File: config.mk
export PLATFORM = sky130hd
export DESIGN_NAME = oven_temp_ctrl
export DESIGN_NICKNAME = d
export VERILOG_FILES = /design/src/rtl/oven_temp_ctrl.sv
export SDC_FILE = /design/constraint.sdc
export NUM_CORES = 1
export LEC_CHECK = 0
export ABC_CLOCK_PERIOD_IN_PS = 9700
export CAP_MARGIN = 20
export CORE_AREA = 2 2 102 104
export CTS_CLUSTER_SIZE = 10
export DETAILED_ROUTE_END_ITERATION = 8
export DIE_AREA = 0 0 104 106
export PLACE_DENSITY = 0.85
export SETUP_SLACK_MARGIN = 0.02
export SYNTH_ARGS = -nofsm -noshare
export SYNTH_HDL_FRONTEND = slang
export SYNTH_SLANG_ARGS = --single-unit
File: constraint.sdc
create_clock -name clk -period 9.7 [get_ports clk]
set_clock_uncertainty 0.2 [all_clocks]
set_input_delay 2.91 -clock clk [delete_from_list [all_inputs] [get_ports clk]]
set_output_delay 2.91 -clock clk [all_outputs]
set_load 0.02 [all_outputs]
File: src/rtl/oven_temp_ctrl.sv
// Oven temperature sequencer.
// Takes a target temperature and cook time. It ramps the modelled oven temperature up to the
// target, holds it for the cook time, then ramps it back down to ambient.
// Optional feature: define PREHEAT_DONE_EN to add the preheat_done output.
//
// Ports:
//   clk, rst_n    system clock, asynchronous active-low reset
//   start         one-cycle request, sampled only in IDLE
//   abort         level; cancels an INCREASE/HOLD cycle
//   target_temp   requested temperature (binary degrees), clamped to [AMBIENT, MAX_TEMP]
//   cook_min      hold duration in minutes
//   state         IDLE=0, INCREASE=1, HOLD=2, DECREASE=3
//   cur_temp      modelled oven temperature (binary)
//   temp_bcd      {hundreds, tens, ones} of cur_temp, one cycle behind
//   min_left      minutes remaining in HOLD, 0 elsewhere
//   heater_on     high in INCREASE and HOLD
//   done          one-cycle pulse on DECREASE -> IDLE
//   preheat_done  (PREHEAT_DONE_EN only) one-cycle pulse on INCREASE -> HOLD
module oven_temp_ctrl #(
   parameter int unsigned TICK_DIV    = 50000000,
   parameter int unsigned RAMP_STEP   = 5,
   parameter int unsigned AMBIENT     = 70,
   parameter int unsigned MAX_TEMP    = 500,
   parameter int unsigned SEC_PER_MIN = 60
) (
   input  logic        clk,
   input  logic        rst_n,
   input  logic        start,
   input  logic        abort,
   input  logic [9:0]  target_temp,
   input  logic [7:0]  cook_min,
   output logic [2:0]  state,
   output logic [9:0]  cur_temp,
   output logic [11:0] temp_bcd,
   output logic [7:0]  min_left,
   output logic        heater_on,
   output logic        done
`ifdef PREHEAT_DONE_EN
   ,
   output logic        preheat_done
`endif
);

   typedef enum logic [2:0] {
      StIdle     = 3'd0,
      StIncrease = 3'd1,
      StHold     = 3'd2,
      StDecrease = 3'd3
   } state_e;

   localparam int unsigned TW = (TICK_DIV > 1) ? $clog2(TICK_DIV) : 1;
   localparam int unsigned SW = (SEC_PER_MIN > 1) ? $clog2(SEC_PER_MIN) : 1;
   localparam logic [TW-1:0] TickLast = TW'(TICK_DIV - 1);
   localparam logic [SW-1:0] SecLast  = SW'(SEC_PER_MIN - 1);
   localparam logic [9:0]    Ambient  = 10'(AMBIENT);
   localparam logic [9:0]    MaxTemp  = 10'(MAX_TEMP);
   localparam logic [10:0]   Step11   = 11'(RAMP_STEP);
   localparam logic [10:0]   DownMin  = 11'(AMBIENT + RAMP_STEP);

   // Double-dabble conversion. Inputs are at most 999, so three digits are enough.
   function automatic logic [11:0] to_bcd(input logic [9:0] bin);
      logic [11:0] bcd;
      bcd = '0;
      for (int i = 9; i >= 0; i--) begin
         if (bcd[3:0] >= 4'd5) bcd[3:0] = bcd[3:0] + 4'd3;
         if (bcd[7:4] >= 4'd5) bcd[7:4] = bcd[7:4] + 4'd3;
         if (bcd[11:8] >= 4'd5) bcd[11:8] = bcd[11:8] + 4'd3;
         bcd = {bcd[10:0], bin[i]};
      end
      return bcd;
   endfunction

   state_e        state_q, state_d;
   logic [TW-1:0] tick_cnt_q, tick_cnt_d;
   logic [SW-1:0] sec_cnt_q, sec_cnt_d;
   logic [9:0]    tgt_q, tgt_d;
   logic [9:0]    cur_q, cur_d;
   logic [7:0]    min_q, min_d;
   logic          heater_q, heater_d;
   logic          done_q, done_d;
   logic          pre_q, pre_d;
   logic [11:0]   bcd_q;
   logic          tick;
   logic [10:0]   up_sum;

   assign tick   = (tick_cnt_q == TickLast);
   assign up_sum = {1'b0, cur_q} + Step11;

   always_comb begin
      state_d    = state_q;
      tick_cnt_d = tick ? '0 : tick_cnt_q + TW'(1);
      sec_cnt_d  = sec_cnt_q;
      tgt_d      = tgt_q;
      cur_d      = cur_q;
      min_d      = min_q;
      done_d     = 1'b0;
      pre_d      = 1'b0;

      case (state_q)
         StIdle: begin
            if (start) begin
               if (target_temp < Ambient)      tgt_d = Ambient;
               else if (target_temp > MaxTemp) tgt_d = MaxTemp;
               else                            tgt_d = target_temp;
               min_d      = cook_min;
               sec_cnt_d  = '0;
               tick_cnt_d = '0;
               state_d    = StIncrease;
            end
         end
         StIncrease: begin
            if (abort) begin
               state_d   = StDecrease;
               min_d     = '0;
               sec_cnt_d = '0;
            end else if (cur_q == tgt_q) begin
               state_d = StHold;
               pre_d   = 1'b1;
            end else if (tick) begin
               cur_d = (up_sum >= {1'b0, tgt_q}) ? tgt_q : up_sum[9:0];
            end
         end
         StHold: begin
            // abort takes priority over any tick in the same cycle
            if (abort) begin
               state_d   = StDecrease;
               min_d     = '0;
               sec_cnt_d = '0;
            end else if (min_q == 8'd0 && sec_cnt_q == '0) begin
               state_d = StDecrease;
            end else if (tick) begin
               if (sec_cnt_q == SecLast) begin
                  sec_cnt_d = '0;
                  min_d     = min_q - 8'd1;
               end else begin
                  sec_cnt_d = sec_cnt_q + SW'(1);
               end
            end
         end
         StDecrease: begin
            if (cur_q == Ambient) begin
               state_d = StIdle;
               done_d  = 1'b1;
               min_d   = '0;
            end else if (tick) begin
               cur_d = ({1'b0, cur_q} >= DownMin) ? cur_q - 10'(RAMP_STEP) : Ambient;
            end
         end
         default: state_d = StIdle;
      endcase

      heater_d = (state_d == StIncrease) || (state_d == StHold);
   end

   always_ff @(posedge clk or negedge rst_n) begin
      if (!rst_n) begin
         state_q    <= StIdle;
         tick_cnt_q <= '0;
         sec_cnt_q  <= '0;
         tgt_q      <= Ambient;
         cur_q      <= Ambient;
         min_q      <= '0;
         heater_q   <= 1'b0;
         done_q     <= 1'b0;
         pre_q      <= 1'b0;
         bcd_q      <= to_bcd(Ambient);
      end else begin
         state_q    <= state_d;
         tick_cnt_q <= tick_cnt_d;
         sec_cnt_q  <= sec_cnt_d;
         tgt_q      <= tgt_d;
         cur_q      <= cur_d;
         min_q      <= min_d;
         heater_q   <= heater_d;
         done_q     <= done_d;
         pre_q      <= pre_d;
         bcd_q      <= to_bcd(cur_q);
      end
   end

   assign state     = state_q;
   assign cur_temp  = cur_q;
   assign temp_bcd  = bcd_q;
   assign min_left  = (state_q == StHold) ? min_q : 8'd0;
   assign heater_on = heater_q;
   assign done      = done_q;

`ifdef PREHEAT_DONE_EN
   assign preheat_done = pre_q;
`else
   logic unused_pre;
   assign unused_pre = pre_q;
`endif

endmodule
==> results of run 1 <==
-- layer usage --
| metal | part of all wire [%] | GRT usage, % | wire length, microns | vias to the layer above |
|---|---|---|---|---|
| li1 | - | - | - | 2784 |
| met1 | 43 | 34.9 | 6510 | 2737 |
| met2 | 50 | 48.3 | 7620 | 227 |
| met3 | 5.2 | 3.99 | 791 | 28 |
| met4 | 1.5 | 9.75 | 227 | 0 |
| met5 | 0 | 0 | 0 | - |
-- flip-flops by register name (all words and copies together) (netlist names) --
register / cells
min_q: 8
heater_on: 1
tick_cnt_q: 26
sec_cnt_q: 6
cur_temp: 10
temp_bcd: 12
done: 1
tgt_q: 10
state: 3
-- power breakdown --
part	switching (W)	leakage [nW]	internal (W)
sequential	0.0000504	0.975	0.000383
clock	0.000127	0.105	0.000129
combinational	0.000315	1.82	0.000247
-- synth_stat cells (all sizes together) (18+ instances only) --
| library cell | instances |
|---|---|
| clkbuf | 23 |
| xor2 | 18 |
| xnor2 | 27 |
| inv | 32 |
| a21oi | 47 |
| nand3 | 32 |
| nor3 | 22 |
| nor2 | 78 |
| nand2 | 66 |
| ha | 31 |
| dfrtp | 68 |
| o21ai | 62 |
-- worst max-delay path, delay by kind of cell (launching register included) --
| kind | cells | cell delay, ns |
|---|---|---|
| muxes | 1 | 0.23 |
| adders and majority gates | 5 | 1.32 |
| AOI/OAI and AO/OA | 10 | 2.49 |
| DFF | 1 | 0.68 |
| buffers and inverters | 2 | 0.32 |
| and+or+nand+nor | 6 | 1.29 |
-- layout make-up --
| class | count | area share [%] |
|---|---|---|
| Clock buffer | 11 | 2.04 |
| Clock inverter | 5 | 0.938 |
| Inverter | 35 | 1.89 |
| Multi-Input combinational cell | 600 | 56.2 |
| Sequential cell | 77 | 27.9 |
| Tap cell | 136 | 2.45 |
| Timing Repair Buffer | 61 | 8.58 |
-- worst max-delay path by stage --
stage	end	slack [ns]	startpoint	cells after the start
after floorplan	temp_bcd[6]$_DFF_PN1_	3.74	cur_temp[8]$_DFFE_PN0P_	25
after global placement	temp_bcd[6]$_DFF_PN1_	3.58	cur_temp[8]$_DFFE_PN0P_	22
after detailed placement	temp_bcd[6]$_DFF_PN1_	3.21	cur_temp[8]$_DFFE_PN0P_	22
after CTS	temp_bcd[6]$_DFF_PN1_	3.16	cur_temp[8]$_DFFE_PN0P_	24
after global routing	temp_bcd[6]$_DFF_PN1_	2.68	cur_temp[8]$_DFFE_PN0P_	24
final	temp_bcd[5]$_DFF_PN1_	3.07	cur_temp[8]$_DFFE_PN0P_	24
-- metrics by stage --
stage / setup WS [ns] / instances / hold WS, ns / total power (W) / utilization (%)
global placement: 3.58 / 906 / 0.277 / 0.000963 / 67.1
floorplan: 3.74 / 742 / 0.255 / 0.000838 / -
CTS: 3.16 / 922 / 0.293 / 0.00125 / 69.2
global route: 2.68 / 925 / 0.310 / 0.00134 / 69.4
detailed placement: 3.21 / 906 / 0.282 / 0.000992 / 67.1
finish: 3.07 / 925 / 0.290 / 0.00125 / 69.4
-- cell families (layout without fill, tap and decap cells) --
family | count (synthesis) | in the layout | synth area share [%]
AOI/OAI and AO/OA | 214 | 214 | 24.0
other | 1 | 1 | 0.0615
buffers and inverters | 65 | 112 | 4.37
DFF | 77 | 77 | 31.8
muxes | 22 | 22 | 3.79
adders and majority gates | 31 | 31 | 6.36
and+or+nand+nor | 287 | 287 | 23.2
xor gates and xnor gates | 45 | 45 | 6.46
==> summary.txt, run 1 <==
Setup path
  – Standard cell with the maximum stage delay on the critical path: sky130_fd_sc_hd__dfrtp_1
  – CP Class: reg -> reg
  – Slowest Stage Delay on Critical Path: 0.68 ns
  – Startpoint class of the critical path: flip-flop
  – Setup slack of the most critical reg-to-reg path: 3.07 ns
  – Worst path most repeated cell: sky130_fd_sc_hd__ha_1
  – Critical path cell sequence: inv_1, ha_1, o21ai_0, mux2_2, ha_1, nand2b_1, o211a_1, o221a_2, inv_1, ha_1, nand2b_1, a311oi_2, nor2_1, a21oi_1, or2_2, ha_1, o22ai_2, nor4_2, nor2_1, ha_1, a21o_1, a2111o_1, a21oi_2, a2bb2oi_2
  – Endpoint kind of the worst setup timing path: flip-flop
  – Biggest fanout along the worst timing path: 17
  – End of the worst register-to-register path: temp_bcd[5]$_DFF_PN1_
  – Depth of the worst register-to-register path: 24
  – Required time of the critical path: 9.78 ns
  – Source of the worst register-to-register timing path: cur_temp[8]$_DFFE_PN0P_
  – Arrival time reported for the critical path endpoint: 6.71 ns

Power and ir drop
  – P_leak: 2.90 nW
  – Cell area power density: 180 nW/um^2
  – Largest vdd supply drop: 0.106 mV

Global routing
  – Maximum number of pins on one net before global-route repair: 78
  – Total congestion overflow after global routing: 0
  – Number of global-route vias before repair: 5605
  – Antenna violations before repair: 0
  – GRT Overall Usage: 27.6%
  – Wire length of the first global-routing pass: 25300 microns

CTS
  – Hold-fix buffer count after cts: 0
  – Postcts setup bufs: 0
  – TritonCTS clock tree: yes
  – Worst skew pair latency: 0.35 ns
  – Clk buf depth: 2
  – Clock transition at the registers of the reported paths: 0.09 ns
  – Clock sink count: 77
  – Num CTS Buffers: 9
  – Post-cts gate resize count: 0
  – Number of H-tree branching levels: 3
  – Library cell used as clock root buffer: sky130_fd_sc_hd__clkbuf_8

Yosys
  – Warnings, synthesis: 0
  – Top cell type's share of synthesized area: 27.9%
  – Ranking of synthesized cells by area: sky130_fd_sc_hd__dfrtp_1, sky130_fd_sc_hd__ha_1, sky130_fd_sc_hd__o21ai_0
  – Number of synthesized register bits: 77
  – Count of flip-flops with a built-in enable after synthesis: 0
  – Area of the mapped netlist: 6100 sq um
  – Average instance area after synthesis: 8.22 sq um
  – Cells after synthesis: 742
  – Synth Net Count: 795
  – Share of synthesized area occupied by flip-flops and latches: 31.8%
  – Fraction of synthesis flops using an asynchronous set or reset pin: 100%
  – Distinct cells, synth: 80
  – Post-synth top flop: sky130_fd_sc_hd__dfrtp_1
  – Cell taking the most area after synthesis: sky130_fd_sc_hd__dfrtp_1

Floorplan
  – Die Y: 106 microns
  – Horizontal die dimension: 104 microns
  – Core ar.: 10000 sq um
  – Starting utilization of the core area: 61.0%
  – Number of cell rows: 37
  – Boundary pin count: 57
  – Overall die area: 11000 sq um

Timing
  – Actual transition at the worst max-transition pin: 0.973 ns
  – RSZ-0062 raised after global routing: false
  – Period Utilization, post-route: 68.4%
  – Endpoints failing setup: 0
  – Final number of max-transition violations: 0
  – Slew HR: 35.1%
  – Maximum frequency from static timing analysis: 151 MHz
  – Number of failing hold endpoints at the final stage: 0
  – Post-Route Setup TNS: 0 ns
  – Minimum clock period: 6.63 ns

Layout
  – Final nets: 837
  – Total area of sequential cells: 1940 sq um
  – Fraction of final layout cells with drive strength greater than 1: 7.98%
  – Most frequent cells in the layout: sky130_fd_sc_hd__nor2_1, sky130_fd_sc_hd__dfrtp_1, sky130_fd_sc_hd__nand2_1, sky130_fd_sc_hd__o21ai_0, sky130_fd_sc_hd__clkdlybuf4s50_1
  – Area of the multi-input gates: 3900 sq um
  – Antenna fix cells: 0
  – Final standard cell area without fillers: 6940 sq um
  – Filler Cell Count: 790
  – Most common cell after layout, fill and taps aside: sky130_fd_sc_hd__nor2_1
  – Area Growth Syn to Fin: 13.7%

Outcome
  – Run status: finished, final reports clean

Placed design
  – Final weighted congestion of routability-driven global placement: 0.921
  – Cell area reported after detailed placement: 6710 sq um
  – Half-perimeter wire length after placement: 11000 microns
  – Number of buffer cells added on primary ports: 56

Run
  – Maxcap violations: 0

Detailed routing
  – Number of search-and-repair iterations in the first detailed-routing pass: 5
  – Via count: 5776
  – DRC violation count after routing: 0
  – Residual antenna-violating net count after detailed routing: 0
  – Average routed wire per standard cell: 16.4 microns
  – Aggregate routed wire length: 15100 microns
  – Iteration-0 DRC count of the detailed router: 428
  – Via count normalized by instance count: 6.24

Hold path
  – Hold Path End: tick_cnt_q[0]$_DFF_PN0_
  – Instance count along the most critical hold path: 1
  – Hold Path Origin: tick_cnt_q[0]$_DFF_PN0_
  – Class of the tightest hold or removal check: reg -> reg
Power figures use the tool's default switching activity.
==> inputs of run 2 (changes only) <==
Settings changed: ABC_CLOCK_PERIOD_IN_PS 9700 to 5950, CORE_AREA 2 2 102 104 to 2 2 111 113, DIE_AREA 0 0 104 106 to 0 0 113 115, PLACE_DENSITY 0.85 to 0.76.
Clock period 9.7 ns to 5.95 ns, I/O delays scaled along.
==> run 2 against run 1 <==
Against the previous run: flip-flop and latch count stayed put; combinational power up 73%; the flow now finishes with violations (design-rule violations); setup slack got worse by 2.7 ns; clock power up 140%; non-clock buffer count up 10; wire length is 0.63% higher.
==> summary.txt, run 2 (synthesis results as in run 1) <==
Layout
  – Area Growth Syn to Fin: 18.8% (was 13.7%)
  – Most frequent cells in the layout: sky130_fd_sc_hd__nor2_1, sky130_fd_sc_hd__dfrtp_1, sky130_fd_sc_hd__nand2_1, sky130_fd_sc_hd__o21ai_0, sky130_fd_sc_hd__clkdlybuf4s50_1 (unchanged)
  – Largest reg by FF count: tick_cnt_q (unchanged)
  – Antenna fix cells: 0 (unchanged)
  – Number of flip-flops under the largest register name: 26 (unchanged)
  – Final nets: 847 (was 837)
  – Fraction of final layout cells with drive strength greater than 1: 10.5% (was 7.98%)
  – Most common cell after layout, fill and taps aside: sky130_fd_sc_hd__nor2_1 (unchanged)

Setup path
  – Biggest fanout along the worst timing path: 8 (was 17)
  – End of the worst register-to-register path: temp_bcd[5]$_DFF_PN1_ (unchanged)
  – Startpoint class of the critical path: flip-flop (unchanged)
  – Dominant delay contributor by cell family on the critical path: compound AO/OA/AOI/OAI gates (unchanged)
  – Required time of the critical path: 6.03 ns (was 9.78 ns)
  – Depth of the worst register-to-register path: 26 (was 24)
  – CP Class: reg -> reg (unchanged)
  – Source of the worst register-to-register timing path: cur_temp[8]$_DFFE_PN0P_ (unchanged)
  – Arrival time reported for the critical path endpoint: 5.69 ns (was 6.71 ns)
  – Count of buffering cells on the critical path with inverters included: 3 (was 2)
  – Setup slack of the most critical reg-to-reg path: 0.34 ns (was 3.07 ns)
  – Slowest Stage Delay on Critical Path: 0.43 ns (was 0.68 ns)
  – Standard cell with the maximum stage delay on the critical path: sky130_fd_sc_hd__a2111o_1 (was sky130_fd_sc_hd__dfrtp_1)
  – Endpoint kind of the worst setup timing path: flip-flop (unchanged)

Power and ir drop
  – Sequential share of power: 30.6% (was 34.6%)
  – Clock share of power: 26.9% (was 20.5%)
  – P_leak: 3.02 nW (was 2.90 nW)
  – Combinational cell fraction of total power: 42.5% (was 44.9%)
  – Internal power consumption: 0.00144 W (was 0.000759 W)
  – Cell area power density: 315 nW/um^2 (was 180 nW/um^2)
  – Power dissipated by switching net loads: 0.000850 W (was 0.000492 W)
  – Largest vdd supply drop: 0.181 mV (was 0.106 mV)
  – Switch share: 37.2% (was 39.3%)

Floorplan
  – Number of cell rows: 40 (was 37)
  – Overall die area: 13000 sq um (was 11000 sq um)
  – Starting utilization of the core area: 51.7% (was 61.0%)
  – Core ar.: 11800 sq um (was 10000 sq um)
  – Boundary pin count: 57 (unchanged)
  – Horizontal die dimension: 113 microns (was 104 microns)
  – Die Y: 115 microns (was 106 microns)

CTS
  – Num CTS Buffers: 9 (unchanged)
  – Worst skew pair latency: 0.35 ns (about the same)
  – Clock sink count: 77 (unchanged)
  – Number of H-tree branching levels: 3 (unchanged)
  – Clock transition at the registers of the reported paths: 0.06 ns (was 0.09 ns)
  – Hold-fix buffer count after cts: 0 (unchanged)
  – TritonCTS clock tree: yes (unchanged)
  – Library cell used as clock root buffer: sky130_fd_sc_hd__clkbuf_16 (was sky130_fd_sc_hd__clkbuf_8)
  – Clk buf depth: 2 (unchanged)

Global routing
  – GRT Overall Usage: 23.7% (was 27.6%)
  – Number of global-route vias before repair: 5510 (was 5605)
  – Wire length of the first global-routing pass: 25600 microns (was 25300 microns)
  – Total congestion overflow after global routing: 0 (unchanged)
  – Antenna violations before repair: 0 (unchanged)
  – Maximum number of pins on one net before global-route repair: 78 (unchanged)

Detailed routing
  – Via count: 5730 (was 5776)
  – Via count normalized by instance count: 6.06 (was 6.24)
  – Number of search-and-repair iterations in the first detailed-routing pass: 9 (was 5)
  – Iteration-0 DRC count of the detailed router: 458 (was 428)
  – Average routed wire per standard cell: 16.1 microns (was 16.4 microns)
  – Aggregate routed wire length: 15200 microns (was 15100 microns)
  – DRC violation count after routing: 2 (was 0)
  – Residual antenna-violating net count after detailed routing: 0 (unchanged)

Timing
  – Post-Route Setup TNS: 0 ns (unchanged)
  – Actual transition at the worst max-transition pin: 0.991 ns (was 0.973 ns)
  – Period Utilization, post-route: 94.3% (was 68.4%)
  – Minimum clock period: 5.61 ns (was 6.63 ns)
  – Number of failing hold endpoints at the final stage: 0 (unchanged)
  – Maximum frequency from static timing analysis: 178 MHz (was 151 MHz)
  – Hold_ws: 0.295 ns (was 0.290 ns)
  – Setup slack after layout: 0.339 ns (was 3.07 ns)
  – Final number of max-transition violations: 0 (unchanged)
  – RSZ-0062 raised after global routing: false (unchanged)
  – Slew HR: 33.9% (was 35.1%)
  – Endpoints failing setup: 0 (unchanged)

Placed design
  – Setup WS pre-CTS: -0.0364 ns (was 3.21 ns)
  – Half-perimeter wire length after placement: 11000 microns (about the same)
  – Number of buffer cells added on primary ports: 56 (unchanged)
  – Final weighted congestion of routability-driven global placement: 0.912 (was 0.921)

Hold path
  – Instance count along the most critical hold path: 1 (unchanged)
  – Class of the tightest hold or removal check: reg -> reg (unchanged)
  – Hold Path End: tick_cnt_q[0]$_DFF_PN0_ (unchanged)
  – Hold Path Origin: tick_cnt_q[0]$_DFF_PN0_ (unchanged)

Run
  – Maxcap violations: 0 (unchanged)

Outcome
  – Violated checks: design-rule violations
  – Run status: finished with violations (was finished, final reports clean)
[run 2: worst register-to-register path: cells and delay by family, from the launching register on]
kind	cells	cell delay [ns]
compound gates	10	1.94
fa+ha+maj	6	1.23
mux	3	0.96
simple gates	4	0.50
flops	1	0.39
buf+inv	3	0.32
[run 2: metrics by stage]
| step | area [sq um] | util, % | total power [W] | instances |
|---|---|---|---|---|
| global placement | 6780 | 57.4 | 0.00158 | 925 |
| CTS | 7120 | 60.3 | 0.00225 | 942 |
| floorplan | 6100 | - | 0.00137 | 742 |
| global route | 7250 | 61.4 | 0.00243 | 946 |
| finish | 7250 | 61.4 | 0.00229 | 946 |
| detailed placement | 6780 | 57.4 | 0.00162 | 925 |
[run 2: area by class of cell]
cell class                 count  area, sq um
clock buffer                   9          225
tap                          147          184
clock inverter                 7          105
inverter                      35          134
fill                        1016         4560
sequential                    77         1940
timing repair buffer          71          691
multi-input combinational    600         3970
[run 2: timing repair]
item	CTS	global route
resized for setup	1	16
endpoints found under the setup margin	5	7
setup buffers	1	2
endpoints found under the hold margin	0	0
pin swaps	0	3
[run 2: how the worst max path moves through the flow]
stage                       endpoint                    start  slack [ns]  cells after the start
2_1_floorplan  temp_bcd[6]$_DFF_PN1_  cur_temp[8]$_DFFE_PN0P_        0.06                     27
3_3_place_gp   temp_bcd[6]$_DFF_PN1_  cur_temp[8]$_DFFE_PN0P_        0.26                     26
3_5_place_dp   temp_bcd[5]$_DFF_PN1_  cur_temp[8]$_DFFE_PN0P_       -0.04                     26
4_1_cts        temp_bcd[5]$_DFF_PN1_  cur_temp[8]$_DFFE_PN0P_        0.04                     26
5_1_grt        temp_bcd[5]$_DFF_PN1_  cur_temp[8]$_DFFE_PN0P_        0.05                     24
6_report       temp_bcd[5]$_DFF_PN1_  cur_temp[8]$_DFFE_PN0P_        0.34                     26
[run 2: metal layers]
layer  track usage [%]  wire (microns)  share of wire (%)
met2              40.2            7550                 50
met5                 0               0                  0
met4              7.07             210                1.4
met3              5.48             776                5.1
met1              30.4            6710                 44
[run 2: power groups by stage]
stage | clock network, W | logic, W | registers (W)
2_1_floorplan | 0 | 0.000631 | 0.000736
3_3_place_gp | 0 | 0.000879 | 0.000704
3_5_place_dp | 0 | 0.000916 | 0.000707
4_1_cts | 0.000625 | 0.000925 | 0.000699
5_1_grt | 0.000648 | 0.00107 | 0.000711
6_report | 0.000615 | 0.000972 | 0.000699
